<file path="config.mk">
export PLATFORM = sky130hd
export DESIGN_NAME = pulse_drive_gen
export DESIGN_NICKNAME = d
export VERILOG_FILES = /design/src/rtl/pulse_drive_gen.sv
export SDC_FILE = /design/constraint.sdc
export NUM_CORES = 1
export LEC_CHECK = 0
export CAP_MARGIN = 25
export CORE_ASPECT_RATIO = 1.75
export CORE_MARGIN = 3
export CORE_UTILIZATION = 60
export DETAILED_ROUTE_END_ITERATION = 16
export PLACE_DENSITY = 0.84
export SLEW_MARGIN = 5
export SYNTH_ARGS = -nofsm -noshare
export SYNTH_HDL_FRONTEND = slang
export SYNTH_SLANG_ARGS = --single-unit
</file>
<file path="constraint.sdc">
create_clock -name clk -period 19 [get_ports clk]
set_clock_uncertainty 0.1 [all_clocks]
set_input_delay 3.8 -clock clk [delete_from_list [all_inputs] [get_ports clk]]
set_output_delay 3.8 -clock clk [all_outputs]
set_load 0.1 [all_outputs]
</file>
<file path="src/rtl/pulse_drive_gen.sv">
// Trapezoidal-envelope I/Q drive generator: rise, flat top, fall of a latched complex amplitude.
// Latency: drive/drive_iq one clk after iq is sampled. No backpressure: the stream runs every clk.
module pulse_drive_gen #(
    parameter int dw = 18,
    parameter int cw = 16
) (
    input  logic                 clk,
    input  logic                 rst_n,
    input  logic                 iq,
    input  logic                 trigger,
    input  logic                 abort,
    input  logic signed [dw-1:0] amp_i,
    input  logic signed [dw-1:0] amp_q,
    input  logic        [cw-1:0] ramp_step,
    input  logic        [cw-1:0] flat_len,
    output logic signed [dw-1:0] drive,
    output logic                 drive_iq,
    output logic                 busy,
    output logic                 done,
    output logic        [1:0]    state
);

    typedef enum logic [1:0] {
        S_IDLE = 2'd0,
        S_RISE = 2'd1,
        S_FLAT = 2'd2,
        S_FALL = 2'd3
    } state_t;

    localparam logic [cw:0] ENV_MAX = {1'b0, {cw{1'b1}}};

    state_t                st;
    logic        [cw:0]    env;
    logic        [cw-1:0]  cnt;
    logic        [cw-1:0]  sh_step;
    logic        [cw-1:0]  sh_flat;
    logic signed [dw-1:0]  sh_amp_i;
    logic signed [dw-1:0]  sh_amp_q;

    logic signed [2*dw-1:0] amp_w;
    logic signed [2*dw-1:0] env_w;
    logic signed [2*dw-1:0] prod;
    logic        [cw+1:0]   rise_sum;
    logic                   rise_top;
    logic                   fall_end;
    logic                   unused_prod;

    // env is zero-extended so the multiply stays signed without a sign flip at ENV_MAX.
    assign amp_w    = (2*dw)'(iq ? sh_amp_q : sh_amp_i);
    assign env_w    = (2*dw)'(env);
    assign prod     = amp_w * env_w;
    assign rise_sum = {1'b0, env} + {2'b00, sh_step};
    assign rise_top = (sh_step == '0) || (rise_sum >= {1'b0, ENV_MAX});
    assign fall_end = (sh_step == '0) || (env <= {1'b0, sh_step});
    assign state    = st;
    assign unused_prod = ^{prod[2*dw-1:dw+cw], prod[cw-1:0]};

    always_ff @(posedge clk) begin
        if (!rst_n) begin
            st       <= S_IDLE;
            env      <= '0;
            cnt      <= '0;
            sh_step  <= '0;
            sh_flat  <= '0;
            sh_amp_i <= '0;
            sh_amp_q <= '0;
            drive    <= '0;
            drive_iq <= 1'b0;
            busy     <= 1'b0;
            done     <= 1'b0;
        end else begin
            // Output uses env from before this edge's update, so I and Q of a pair match.
            drive    <= prod[dw+cw-1:cw];
            drive_iq <= iq;
            done     <= 1'b0;
            case (st)
                S_IDLE: begin
                    if (trigger) begin
                        sh_amp_i <= amp_i;
                        sh_amp_q <= amp_q;
                        sh_step  <= ramp_step;
                        sh_flat  <= flat_len;
                        st       <= S_RISE;
                        busy     <= 1'b1;
                    end
                end
                S_RISE: begin
                    if (abort) begin
                        st <= S_FALL;
                    end else if (iq) begin
                        if (rise_top) begin
                            env <= ENV_MAX;
                            cnt <= sh_flat;
                            st  <= S_FLAT;
                        end else begin
                            env <= rise_sum[cw:0];
                        end
                    end
                end
                S_FLAT: begin
                    if (abort) begin
                        st <= S_FALL;
                    end else if (iq) begin
                        if (cnt == '0) st <= S_FALL;
                        else           cnt <= cnt - cw'(1);
                    end
                end
                S_FALL: begin
                    if (iq) begin
                        if (fall_end) begin
                            env  <= '0;
                            st   <= S_IDLE;
                            busy <= 1'b0;
                            done <= 1'b1;
                        end else begin
                            env <= env - {1'b0, sh_step};
                        end
                    end
                end
                default: st <= S_IDLE;
            endcase
        end
    end

endmodule

</file>
==> out/metrics.csv <==
stage,metric,value,unit
outcome,status,completed,
grt,total track usage,0.3000,
setup_path,Critical Path AT,11.04,ns
routing,DR WL/cell,18.01,um
worst_hold_path,hold_sp,sh_flat[0],
clock_tree,H-tree depth,4,
floorplan,Core Area,29390,um2
routing,DR vias,14390,
synth,"Seq/Total Area, Yosys",0.1390,
clock_tree,CTS sink count,124,
finish,"Area growth, synth to finish",9.999,%
finish,layout cells sized above 1,0.03812,
power_and_ir_drop,clock network power share,0.208,
synth,most instantiated cells after synthesis,"inv_1, fa_1, nand2_1",
floorplan,Die Wd,136.4,um
clock_tree,Post-CTS Setup Inserts,0,
floorplan,# IOs,96,
setup_path,Reg2Reg Capture Point,drive[17],
finish,fill count,2371,
placed_design,number of port buffers,95,
run,Max-Cap Viols,0,
power_and_ir_drop,peak supply drop,0.00009154,V
timing,Final Hold Vio Count,0,
timing,Tcrit/Tclk final,0.5694,
power_and_ir_drop,Sw Ratio,0.4869,
timing,RSZ-0062 raised after global routing,no,
timing,FMAX,92.43,MHz
clock_tree,clock latency on the worst-skew pair,0.44,ns
routing,1st-iter DRT viols,753,
setup_path,Setup CP Type,in2reg,
timing,setup_tns,0,ns
timing,Slew @ Worst Pin,1.019,ns
setup_path,CP Launch Type,input pin,
worst_hold_path,Hold Path Class,reg2reg,
floorplan,starting density of the core,0.6076,
power_and_ir_drop,P_sw,0.7746,mW
clock_tree,hold-fix buffers at CTS,0,
worst_hold_path,Worst Hold Depth,2,
clock_tree,CTS root buf,clkbuf_16,
clock_tree,TritonCTS Buffers,17,
setup_path,Setup crit end kind,register,
synth,Synth warnings,0,
setup_path,worst r2r src,env[3],
grt,gr busiest metal,met2,
grt,vias in the first global route,15310,
clock_tree,Worst-path clk slew,0.07,ns
finish,fin nets,2629,
routing,Residual DRC,0,
routing,Detailed Route WL,45650,um
grt,first-pass GRT wire length,74660,um
synth,"count leader, synth",inv_1,
grt,grt ovf,0,
synth,Mapped Nets,2601,
power_and_ir_drop,power per cell area,80.99,nW/um2
timing,Final min period,10.82,ns
routing,Via density,5.678,
routing,first-pass iteration count of the detailed router,5,
power_and_ir_drop,Gate power share,0.553,
synth,Synth top area share,0.3352,
synth,Mapped Area,17860,um2
synth,cells after synthesis,2110,
placed_design,dpl hpwl,36200,um
timing,max-slew violations,0,
floorplan,DIE AREA,31950,um2
floorplan,row count,83,
grt,M2 GR Usage,0.5675,
clock_tree,CTS tree,done,
grt,initial antenna violation count,2,
synth,ys flop type,dfxtp_1,
grt,global routing usage on met1,0.3095,
routing,Final ANT Viol Nets,0,
synth,Synth area leaders,"fa_1, dfxtp_1, inv_1",
synth,"flops & latches, synth",124,
power_and_ir_drop,Leakage Power,9.466,nW
worst_hold_path,hold endpoint,sh_flat[0],
power_and_ir_drop,Sequential Power Share,0.238,
setup_path,R2R depth,20,
clock_tree,Clock Path Buffers,2,
grt,grt met3 use,0.03542,
setup_path,R2R Setup Slk,12.07,ns
grt,largest net degree at the start of global routing,89,
floorplan,Die Ht,234.2,um
synth,syn avg cell area,8.463,um2
synth,Cell variety after synth,66,
setup_path,CP max FO,22,
timing,Slew HR,0.3197,
placed_design,RePlAce Congestion,0.9543,
power_and_ir_drop,internal power,0.8163,mW
power_and_ir_drop,power consumption,1.591,mW
synth,dominant cell type by area after synthesis,fa_1,
synth,number of synthesized flops with an enable pin,0,
setup_path,WP data required,19.22,ns
timing,# setup viols final,0,
synth,Post-synth ARST share,0,
clock_tree,cts repair resizes,0,
[placed cells by master (no fill, tap or decap), drive strengths merged, types with 6 or more instances in the layout]
| cell type | instances |
|---|---|
| or2 | 7 |
| a211oi | 9 |
| o21ai | 46 |
| a31oi | 8 |
| nor4 | 11 |
| xor2 | 9 |
| clkbuf | 20 |
| or3 | 12 |
| o22ai | 6 |
| mux2 | 17 |
| ha | 119 |
| buf | 15 |
| o32ai | 11 |
| o31ai | 6 |
| mux2i | 14 |
| and3 | 8 |
| nand2 | 273 |
| fa | 299 |
| nor2 | 62 |
| a21o | 16 |
| o211ai | 8 |
| nor3 | 34 |
| o21a | 9 |
| inv | 426 |
| nand2b | 16 |
| o221ai | 7 |
| nor2b | 25 |
| and2 | 191 |
| nand3 | 14 |
| dfxtp | 124 |
| clkdlybuf4s50 | 95 |
| xnor2 | 31 |
| a21oi | 135 |
[cell type report]
type | count | area [um2] | area share
antenna | 2 | 5.005 | 0.0002548
tap | 382 | 478.0 | 0.02433
multi-input combinational | 1461 | 13390 | 0.6818
timing repair buffer | 111 | 1121 | 0.05707
clock buffer | 19 | 442.9 | 0.02255
inverter | 423 | 1589 | 0.08090
clock inverter | 13 | 131.4 | 0.006688
sequential | 124 | 2482 | 0.1264
[metal layers]
| layer | part of all wire | vias up |
|---|---|---|
| met4 | 0.065 | 0 |
| met5 | 0 | - |
| li1 | - | 6606 |
| met3 | 0.036 | 166 |
| met1 | 0.35 | 7184 |
| met2 | 0.55 | 438 |
[logic make-up (layout without fill, tap and decap cells)]
family | after synthesis | after routing | share of synthesized area
and+or+nand+nor | 675 | 675 | 0.1892
buffers and inverters | 525 | 566 | 0.1112
adders and majority gates | 418 | 418 | 0.4186
AOI/OAI and AO/OA | 297 | 297 | 0.1038
DFF | 124 | 124 | 0.1390
xor gates and xnor gates | 40 | 40 | 0.01962
muxes | 31 | 31 | 0.01857
other | 0 | 2 | 0
[worst max path at each step]
| stage | start | to | slack [ns] | cells after the start |
|---|---|---|---|---|
| after floorplan | iq | drive[9] | 8.69 | 25 |
| after global placement | iq | drive[9] | 7.82 | 25 |
| after detailed placement | iq | drive[9] | 7.70 | 25 |
| after CTS | iq | drive[9] | 8.15 | 25 |
| after global routing | iq | drive[9] | 7.76 | 25 |
| final | iq | drive[9] | 8.18 | 25 |
[sequential cells by signal (all words and copies together), names as in the netlist]
name,flops
done,1
env,17
drive_iq,1
cnt,16
state,2
busy,1
drive,18
sh_amp_i,18
sh_amp_q,18
sh_flat,16
sh_step,16
[power by group through the flow]
stage	sequential [mW]	clock, mW	combinational (mW)
CTS	0.376	0.333	0.874
finish	0.379	0.331	0.881
detailed placement	0.382	0	0.867
global route	0.385	0.342	0.976
global placement	0.380	0	0.840
floorplan	0.437	0	0.577
[worst max-delay path: stages]
cell,delay (ns)
clkdlybuf4s50_1,0.47
buf_4,0.30
mux2_2,0.51
and2_1,0.23
fa_1,0.54
inv_1,0.06
fa_1,0.56
fa_1,0.45
fa_1,0.54
inv_1,0.04
fa_1,0.47
inv_1,0.05
fa_1,0.47
inv_1,0.04
ha_1,0.28
a21o_1,0.18
a21o_1,0.18
a21oi_1,0.19
o2111ai_1,0.37
a31oi_1,0.36
o21ai_0,0.24
o31a_1,0.32
a21oi_1,0.18
xor2_1,0.16
nor2_1,0.05
[metrics by stage]
stage / util / worst slack, ns / cell area, um2 / hold WS (ns) / instances
2_1_floorplan: - / 8.695 / 17860 / 0.3310 / 2110
3_3_place_gp: 0.6462 / 7.824 / 18990 / 0.3373 / 2498
3_5_place_dp: 0.6469 / 7.695 / 19010 / 0.3434 / 2499
4_1_cts: 0.6664 / 8.147 / 19590 / 0.3522 / 2531
5_1_grt: 0.6684 / 7.764 / 19640 / 0.3630 / 2535
6_report: 0.6684 / 8.181 / 19640 / 0.3504 / 2535
No activity file was read; power rests on OpenSTA's default activity.
